`src/rtl/p405s_zero_one_predict_pipe_pkg.sv`:
```
// p405s_zopPkg: shared configuration constants and helpers for the
// zero/one predict pipeline.
//   ZOP_WIDTH_A/B : the two legal operand widths
//   ZOP_STAGES    : pipeline depth (valid shift register length)
//   numSeg()      : number of SEG_W segments in a WIDTH operand
//   cfgLegal()    : WIDTH/SEG_W legality check used at elaboration
package p405s_zopPkg;

  localparam int ZOP_WIDTH_A = 32;
  localparam int ZOP_WIDTH_B = 64;
  localparam int ZOP_STAGES  = 2;

  function automatic int numSeg(input int width, input int segW);
    return width / segW;
  endfunction

  function automatic bit cfgLegal(input int width, input int segW);
    return ((width == ZOP_WIDTH_A) || (width == ZOP_WIDTH_B)) &&
           (segW > 0) && ((width % segW) == 0);
  endfunction

endpackage

```
`src/rtl/p405s_zero_one_predict_pipe_bitgen.sv`:
```
// p405s_zopBitGen: per-bit zero/one predict vectors for A + B + cIn.
// Bit 0 is the MSB; each bit looks at its less significant neighbour
// (i+1) to predict the carry it would receive if everything below it
// summed to all-zeros (zp) or all-ones (op).
//   a, b  : operands (b already conditioned for subtract)
//   cIn   : carry into the LSB
//   zp/op : per-bit zero / one predict
module p405s_zopBitGen #(
  parameter int WIDTH = 32
) (
  input  logic [0:WIDTH-1] a,
  input  logic [0:WIDTH-1] b,
  input  logic             cIn,
  output logic [0:WIDTH-1] zp,
  output logic [0:WIDTH-1] op
);

  for (genvar i = 0; i < WIDTH-1; i++) begin : gBit
    assign zp[i] = ~(a[i] ^ b[i]) ^ (a[i+1] | b[i+1]);
    assign op[i] =  (a[i] ^ b[i]) ^ (a[i+1] & b[i+1]);
  end

  // LSB: the only incoming carry is cIn itself.
  assign zp[WIDTH-1] = ~(a[WIDTH-1] ^ b[WIDTH-1]) ^ cIn;
  assign op[WIDTH-1] =  (a[WIDTH-1] ^ b[WIDTH-1]) ^ cIn;

endmodule

```
`src/rtl/p405s_zero_one_predict_pipe.sv`:
```
// p405s_zero_one_predict_pipe: two-stage valid/ready pipeline predicting
// whether A + B + cIn (or A + ~B + cIn) is all zeros or all ones.
//   Stage 1 registers the per-bit zp/op vectors; stage 2 registers the
//   full-width and per-segment AND reductions.
// Ports:
//   CB, resetN          : clock, synchronous active-low reset
//   aIn, bIn, cIn       : operands (bit 0 = MSB) and carry-in
//   subMode             : 1 = predict A + ~B + cIn
//   inValid / inReady   : input handshake
//   outValid / outReady : output handshake
//   N_ZP, N_OP          : low = sum all zeros / all ones
//   zpSeg, opSeg        : per-segment predicts, segment 0 = MSB end
// Build option P405S_ZOP_STICKY_EN adds stickyClr, stickyZP, stickyOP:
//   sticky flags that record any delivered all-zero / all-one result.
module p405s_zero_one_predict_pipe
  import p405s_zopPkg::*;
#(
  parameter  int WIDTH   = 32,
  parameter  int SEG_W   = 16,
  localparam int NUM_SEG = numSeg(WIDTH, SEG_W)
) (
  input  logic               CB,
  input  logic               resetN,
  input  logic [0:WIDTH-1]   aIn,
  input  logic [0:WIDTH-1]   bIn,
  input  logic               cIn,
  input  logic               subMode,
  input  logic               inValid,
  output logic               inReady,
  output logic               outValid,
  input  logic               outReady,
  output logic               N_ZP,
  output logic               N_OP,
  output logic [0:NUM_SEG-1] zpSeg,
  output logic [0:NUM_SEG-1] opSeg
`ifdef P405S_ZOP_STICKY_EN
  ,
  input  logic               stickyClr,
  output logic               stickyZP,
  output logic               stickyOP
`endif
);

  if (!cfgLegal(WIDTH, SEG_W)) begin : gBadCfg
    $error("p405s_zero_one_predict_pipe: illegal WIDTH/SEG_W");
  end

  logic [0:WIDTH-1]     effB, zpD, opD, s1Zp, s1Op;
  logic [0:NUM_SEG-1]   zpSegD, opSegD;
  logic [ZOP_STAGES:1]  vldPipe;   // [1] = stage 1 valid, [2] = outValid
  logic                 s1Advance, inFire;

  assign effB = subMode ? ~bIn : bIn;

  p405s_zopBitGen #(.WIDTH(WIDTH)) uBitGen (
    .a   (aIn),
    .b   (effB),
    .cIn (cIn),
    .zp  (zpD),
    .op  (opD)
  );

  for (genvar k = 0; k < NUM_SEG; k++) begin : gSeg
    assign zpSegD[k] = &s1Zp[k*SEG_W +: SEG_W];
    assign opSegD[k] = &s1Op[k*SEG_W +: SEG_W];
  end

  assign outValid  = vldPipe[2];
  assign s1Advance = ~vldPipe[2] | outReady;
  // Gated by resetN so nothing is taken while the pipe is being flushed.
  assign inReady   = resetN & (~vldPipe[1] | s1Advance);
  assign inFire    = inValid & inReady;

  always_ff @(posedge CB) begin
    if (!resetN) begin
      vldPipe <= '0;
      s1Zp    <= '0;
      s1Op    <= '0;
      N_ZP    <= 1'b1;
      N_OP    <= 1'b1;
      zpSeg   <= '0;
      opSeg   <= '0;
    end else begin
      if (inReady) vldPipe[1] <= inValid;
      if (inFire) begin
        s1Zp <= zpD;
        s1Op <= opD;
      end
      // Stage 2 refills whenever it drains or is empty; a simultaneous
      // output transfer and refill keeps outValid high with new data.
      if (s1Advance) begin
        vldPipe[2] <= vldPipe[1];
        if (vldPipe[1]) begin
          N_ZP  <= ~&s1Zp;
          N_OP  <= ~&s1Op;
          zpSeg <= zpSegD;
          opSeg <= opSegD;
        end
      end
    end
  end

`ifdef P405S_ZOP_STICKY_EN
  logic outFire;
  assign outFire = outValid & outReady;

  // A set on a delivered result wins over a same-cycle clear.
  always_ff @(posedge CB) begin
    if (!resetN) begin
      stickyZP <= 1'b0;
      stickyOP <= 1'b0;
    end else begin
      if (outFire && !N_ZP)  stickyZP <= 1'b1;
      else if (stickyClr)    stickyZP <= 1'b0;
      if (outFire && !N_OP)  stickyOP <= 1'b1;
      else if (stickyClr)    stickyOP <= 1'b0;
    end
  end
`else
  // No sticky state in this build.
`endif

endmodule

```
`config.mk`:
```
export PLATFORM = sky130hd
export DESIGN_NAME = p405s_zero_one_predict_pipe
export DESIGN_NICKNAME = d
export VERILOG_FILES = /design/src/rtl/p405s_zero_one_predict_pipe_pkg.sv /design/src/rtl/p405s_zero_one_predict_pipe_bitgen.sv /design/src/rtl/p405s_zero_one_predict_pipe.sv
export SDC_FILE = /design/constraint.sdc
export NUM_CORES = 1
export LEC_CHECK = 0
export BUFFER_PORTS_ARGS = -buffer_cell sky130_fd_sc_hd__buf_4
export CAP_MARGIN = 20
export CORE_MARGIN = 5
export CORE_UTILIZATION = 46
export DETAILED_ROUTE_END_ITERATION = 12
export GPL_TIMING_DRIVEN = 0
export PLACE_DENSITY_LB_ADDON = 0.08
export SETUP_SLACK_MARGIN = 0.4
export SLEW_MARGIN = 20
export SYNTH_ARGS = -nofsm -noshare
export SYNTH_HDL_FRONTEND = slang
export SYNTH_SLANG_ARGS = --single-unit
export TNS_END_PERCENT = 30
```
`constraint.sdc`:
```
create_clock -name CB -period 1.6 [get_ports CB]
set_input_delay 0.08 -clock CB [delete_from_list [all_inputs] [get_ports CB]]
set_output_delay 0.08 -clock CB [all_outputs]
set_load 0.005 [all_outputs]
```
==> Implementation_results.wiki, run 1 <==
{| class="wikitable"
! Metric !! Value
|-
| Result of the run || finished clean
|-
| Final min period || 1.435 ns
|-
| First-pass detailed-route iteration total || 4
|-
| Vias in the first global route || 3534
|-
| Layout-stage area growth over the synthesis result || 39.60%
|-
| Placeable core area || slightly above 9000 um^2
|-
| Slew HR || 53.56%
|-
| Synth Area per Inst || around 9 um^2
|-
| GP Congestion || roughly 0.84
|-
| Register clock-pin slew on the reported worst setup and hold paths || 0.08 ns
|-
| Setup violations, final || 0
|-
| Synthesized instance count || 492
|-
| Root buffer selected by CTS || clkbuf_8
|-
| Syn nets || between 600 and 700
|-
| Detailed-route via count || 3684
|-
| Type of the worst setup path || flip-flop to flip-flop
|-
| Instance area at placement || 5201 um^2
|-
| Total global-route track usage || 18.20%
|-
| Worst hold path type || primary input to flip-flop
|-
| Maximum fanout encountered on the critical timing path || 5
|-
| Antenna Nets Post-Route || 0
|-
| Later-pin clock latency in the skew report || roughly 0.35 ns
|-
| Mapped Area || 4373 um^2
|-
| Number of standard-cell rows in the floorplan || 35
|-
| Initial standard-cell utilization of the core || 47.33%
|-
| Pleak || 2.763 nW
|-
| Final worst slack || 0.1654 ns
|-
| Arrival time at the worst endpoint || 1.72 ns
|-
| Flip-flop and latch count after synthesis || between 70 and 80
|-
| Part of the Yosys area used for sequential elements || between 30% and 40%
|-
| Worst-case setup slack after placement || 0.1133 ns
|-
| Area of all placed cells without fillers || roughly 6100 um^2
|-
| Complex-gate fraction of the synthesized area || 8.469%
|-
| Synthesized-area fraction occupied by adder cells || between 15 and 20%
|-
| Total routed wirelength || between 10 and 15 mm
|-
| Basic-gate share of the synthesized area counting and, or, nand and nor cells || 12.82%
|-
| DRC violation total after the first TritonRoute iteration || 112
|-
| Sum of net half-perimeters after detailed placement || 7.721 mm
|-
| CTS Buf Count || 9
|-
| Main combinational cell family by area after synthesis || XOR/XNOR gates
|-
| Synthesis Warnings || 0
|-
| Fraction of layout instances using a drive strength above 1 || 30.74%
|-
| Slew Limit Fails || 0
|-
| DR vias/cell || around 5.0
|-
| Global route total overflow || 0
|-
| Final TNS setup || 0 ns
|-
| Max_cap viols || 0
|-
| DRC violation count after routing || 0
|-
| Depth of the CTS H-tree || 3
|-
| Share of the clock period used by the worst path after layout || 89.66%
|-
| Chip height || 107.5 um
|-
| Ant. Diodes || 0
|-
| Maximum achievable frequency || 697.1 MHz
|-
| Worst clock skew || 0.008732 ns
|-
| Number of antenna violations at the first check in global routing || 0
|-
| Maximum number of buffers from clock root to sink || 2
|-
| Input/output buffers || 75
|-
| First-pass GRT wire length || 16.71 mm
|-
| DIE WIDTH || 107.5 um
|-
| Final hold violations || 0
|-
| Number of I/O pins || 78
|-
| Worst-margin pin slew || 0.6966 ns
|-
| Number of nets in the layout || 732
|-
| Largest net degree at the start of global routing || 13
|-
| WL per Instance || 15.18 um
|-
| Share of synthesized area spent on multiplexers || 0.4578%
|-
| Data required, critical path || 1.88 ns
|-
| Worst setup SP type || flip-flop
|-
| Sinks on the clock net || 72
|-
| Count of different cell masters after synthesis || 30
|-
| Worst ir drop on vdd || around 470 uV
|-
| Kind of end point of the critical path || flip-flop
|-
| TritonCTS clock tree || built
|-
| Cell area power density || a little under 900 nW/um^2
|-
| Die area || 11560 um^2
|-
| Post-synthesis share of cell area spent on xor and xnor gates || 19.23%
|-
| RSZ-0062 raised after global routing || true
|}
-- routing by layer --
layer,track usage [%],vias to the layer above,share of wire [%]
li1,-,1847,-
met1,24.34,1741,43
met2,29.09,81,50
met3,3.719,15,4.9
met4,6.312,0,1.4
met5,0,-,0
-- logic make-up after synthesis --
kind of cell             after synthesis
AND/OR/NAND/NOR                      100
XOR/XNOR                              96
buffers and inverters                 90
flip-flops                            72
AO/OA/AOI/OAI                         70
adder cells (fa/ha/maj)               62
multiplexers                           2
-- state kept, by name (all words and copies together), names as in the netlist --
signal and count:
N_OP 1, N_ZP 1, s1Zp 32, vldPipe 2, s1Op 32, zpSeg 2, opSeg 2
-- cells in the final DEF, fill, tap and decap left out, types with 6 or more instances in the layout --
cell type / count
buf_4: 87
dfxtp_1: 63
inv_1: 63
xnor2_1: 62
ha_1: 58
xor2_1: 34
nand3_1: 34
o21ai_0: 30
nand3_2: 28
o21ai_1: 26
nand4_1: 16
clkbuf_8: 14
dfxtp_2: 9
buf_8: 8
clkbuf_16: 6
o21ai_2: 6
-- area by class of cell --
class                   instances  area, um^2
multi-input cells             330        2806
repair buffers                 97       888.4
clock inverters                 5       102.6
flip-flops and latches         72        1453
inverters                      63       236.5
fillers                       783        3136
plain buffers                  27       305.3
clock buffers                  11       151.4
well taps                     129       161.4
-- where the power goes --
part	total [mW]	leakage (nW)	internal, mW	switching (mW)
registers	2.16	0.598	2.02	0.142
clock network	1.82	0.126	1.12	0.702
logic	1.42	2.04	0.757	0.666
total	5.41	2.76	3.90	1.51
-- cell usage after synthesis --
cell,n,area share [%]
dfxtp_1,72,33
inv_1,63,5.4
nand3_1,63,7.2
ha_1,62,18
o21ai_0,62,7.1
xnor2_1,62,12
xor2_1,34,6.8
nand4_1,16,2.3
clkbuf_1,13,1.1
buf_2,6,0.69
buf_1,4,0.34
nand2_1,4,0.34
nor4_1,4,0.57
buf_4,3,0.51
a21boi_0,2,0.34
a21boi_1,2,0.34
a31oi_1,2,0.29
and3b_1,2,0.40
mux2i_1,2,0.46
nor2b_1,2,0.29
or2_0,2,0.29
or4_1,2,0.34
and2_1,1,0.14
and3_1,1,0.14
buf_6,1,0.26
nand2b_4,1,0.31
nand3b_1,1,0.17
nor2b_4,1,0.31
o211a_1,1,0.23
o21a_1,1,0.17
-- critical path, stage by stage (launching register included) --
cell and delay [ns]:
dfxtp_2 0.33, nor2b_4 0.12, nand2b_4 0.15, buf_8 0.13, or4_4 0.51, a21boi_2 0.14
-- worst paths after layout --
check	startpoint	to	slack [ns]	cells after the start
worst max-delay path	vldPipe[2]$_SDFFE_PN0P_	opSeg[1]$_SDFFE_PN0P_	0.17	5
worst min-delay path	outReady	vldPipe[2]$_SDFFE_PN0P_	0.05	3
worst max register to register	vldPipe[2]$_SDFFE_PN0P_	opSeg[1]$_SDFFE_PN0P_	0.17	5
worst min register to register	s1Zp[19]$_SDFFE_PN0P_	s1Zp[19]$_SDFFE_PN0P_	0.46	2
-- metrics by stage --
step | instances | util [%] | hold WS [ns] | power (mW)
after floorplan | 492 | - | 0.2189 | 3.009
after global placement | 696 | 56.29 | 0.3652 | 3.347
after detailed placement | 696 | 56.29 | 0.3684 | 3.387
after CTS | 723 | 62.63 | 0.002137 | 5.295
after global routing | 734 | 66.07 | 0.06251 | 5.681
final | 734 | 66.07 | 0.05021 | 5.405
-- repair_timing --
action / in CTS / in global routing
setup endpoints to repair: 69 / 70
hold buffers: 0 / 0
setup buffers: 7 / 7
pin swaps: 15 / 10
resized for setup: 67 / 60
cloned: 4 / 4
No activity file was read; power rests on OpenSTA's default activity.
==> run 2, diff against run 1 <==
==> constraint.sdc (replaced) <==
create_clock -name CB -period 1.75 [get_ports CB]
set_input_delay 0.0875 -clock CB [delete_from_list [all_inputs] [get_ports CB]]
set_output_delay 0.0875 -clock CB [all_outputs]
set_load 0.005 [all_outputs]
==> run 2 against run 1 <==
Routed wire length shrank 12%. First-iteration DRC count grew 38%. Sequential power shrank 9.3%. Core utilization shrank 7.2 points. Die area is the same. Clock skew is essentially flat. Worst hold slack lost 0.0071 ns. Global-route usage shrank 0.92 points. Critical path depth shrank 1. Final area shrank 11%.
==> Implementation_results.wiki, run 2 (same netlist as run 1, synthesis figures left out) <==
{| class="wikitable"
! Metric !! Value
|-
| Most frequent standard cell in the layout excluding fill and tap cells || buf_4
|-
| Data required, critical path || ~2.0 ns
|-
| TritonCTS clock tree || built
|-
| Total length of routed met3 wires || 384 um
|-
| First-pass GRT wire length || 15.88 mm
|-
| Layout-stage area growth over the synthesis result || 24.35%
|-
| Result of the run || finished clean
|-
| Root buffer selected by CTS || clkbuf_8
|-
| Gate power share || 24.9%
|-
| Input/output buffers || 75
|-
| Worst setup SP type || flip-flop
|-
| Maximum number of buffers from clock root to sink || 2
|-
| Top library cells by usage in the layout, fill and taps aside || buf_4, inv_1, dfxtp_1, nand3_1, ha_1
|-
| Final min period || approximately 1.4 ns
|-
| Register clock-pin slew on the reported worst setup and hold paths || 0.07 ns
|-
| Type of the worst setup path || flip-flop to flip-flop
|-
| Switching Power || about 1.2 mW
|-
| Overall power after layout || 4.442 mW
|-
| Count of cells along the worst register-to-register path || 4
|-
| Setup violations, final || 0
|-
| Sequential power share || 44.1%
|-
| Kind of end point of the critical path || flip-flop
|-
| DIE WIDTH || 107.5 um
|-
| Cell area power density || 816.9 nW/um^2
|-
| Non-filler instance count after layout || 714
|-
| Uppermost signal routing layer after detailed routing || met4
|-
| Slew Limit Fails || 0
|-
| WL per Instance || 13.68 um
|-
| Internal portion of total power || 3.211 mW
|-
| Die area || 11560 um^2
|-
| RSZ-0062 raised after global routing || true
|-
| Total routed wirelength || 9.765 mm
|-
| Number of I/O pins || 78
|-
| Area of all placed cells without fillers || 5438 um^2
|-
| Share of the clock period used by the worst path after layout || 81.74%
|-
| Number of standard-cell rows in the floorplan || 35
|-
| DRC violation total after the first TritonRoute iteration || 154
|-
| Chip height || ~110 um
|-
| Number of antenna violations at the first check in global routing || 0
|-
| Placed Instances || 696
|-
| Final worst slack || approximately 0.32 ns
|-
| CTS Buf Count || 9
|-
| Instance area at placement || 5110 um^2
|-
| Number of nets in the layout || 713
|-
| Antenna Nets Post-Route || 0
|-
| Maximum achievable frequency || 699.1 MHz
|-
| Total global-route track usage || 17.28%
|-
| Sw Ratio || between 20 and 30%
|-
| Maximum fanout encountered on the critical timing path || 2
|-
| Detailed-route via count || 3474
|-
| Max_cap viols || 0
|-
| Met1 wire length || between 4 and 5 mm
|-
| Placeable core area || ~9200 um^2
|-
| GP Congestion || 0.7978
|-
| Largest net degree at the start of global routing || 12
|-
| Final TNS setup || 0 ns
|-
| Global route total overflow || 0
|-
| Final cell utilization of the core || 58.85%
|-
| Depth of the CTS H-tree || 3
|-
| Total met2 wirelength after detailed routing || around 4.8 mm
|-
| Clock Power Share || 31.0%
|-
| Vias in the first global route || 3522
|-
| Final hold violations || 0
|-
| Fraction of layout instances using a drive strength above 1 || between 20% and 30%
|-
| Ant. Diodes || 0
|-
| Pleak || between 2 and 3 nW
|-
| First-pass detailed-route iteration total || 4
|-
| DRC violation count after routing || 0
|-
| Worst-margin pin slew || 0.5945 ns
|-
| Cell count of the worst hold path || 3
|-
| Worst hold path type || primary input to flip-flop
|-
| Worst ir drop on vdd || 351.8 uV
|-
| DR vias/cell || 4.866
|-
| Worst clock skew || 0.008660 ns
|-
| Later-pin clock latency in the skew report || approximately 0.33 ns
|-
| Arrival time at the worst endpoint || 1.69 ns
|-
| Worst hold margin || roughly 0.043 ns
|-
| Slew HR || about three fifths
|-
| Sum of net half-perimeters after detailed placement || 7.829 mm
|-
| Initial standard-cell utilization of the core || 47.33%
|-
| Largest registers || s1Op (32), s1Zp (32)
|-
| Sinks on the clock net || 72
|-
| Worst-case setup slack after placement || 0.06945 ns
|}
-- run 2: area by class of cell --
type	instances	area (um^2)
flip-flops and latches	72	1454
fillers	867	3802
inverters	63	236.5
multi-input cells	330	2594
well taps	129	161.4
clock buffers	11	131.4
clock inverters	4	70.07
repair buffers	78	585.6
plain buffers	27	205.2
-- run 2: routing by layer --
layer | up-vias | track usage [%]
met2 | 61 | 29.53
met5 | - | 0
li1 | 1797 | -
met4 | 0 | 5.500
met1 | 1610 | 22.12
met3 | 6 | 2.879
-- run 2: worst paths after layout --
path                    startpoint                       to  slack (ns)
max reg2reg  s1Op[23]$_SDFFE_PN0P_    opSeg[1]$_SDFFE_PN0P_        0.32
max          s1Op[23]$_SDFFE_PN0P_    opSeg[1]$_SDFFE_PN0P_        0.32
min reg2reg  s1Zp[24]$_SDFFE_PN0P_    s1Zp[24]$_SDFFE_PN0P_        0.46
min                        inValid  vldPipe[1]$_SDFFE_PN0P_        0.04
-- run 2: critical path, stage by stage (launching register included) --
cell      delay, ns
dfxtp_1        0.34
nand4_1        0.11
or2_1          0.26
or4_1          0.52
a21boi_1       0.14
-- run 2: power groups by stage --
stage | clock network, mW | logic (mW) | registers (mW)
after floorplan | 0 | 0.771 | 1.95
after global placement | 0 | 1.05 | 1.98
after detailed placement | 0 | 1.08 | 1.99
after CTS | 1.40 | 1.10 | 1.95
after global routing | 1.47 | 1.24 | 1.98
final | 1.38 | 1.10 | 1.96
-- run 2: what timing repair did --
action / in CTS / in global routing
pin swaps: 5 / 6
setup buffers: 1 / 2
resized for setup: 18 / 32
hold buffers: 0 / 0
setup endpoints to repair: 66 / 60
hold endpoints to repair: 0 / 0
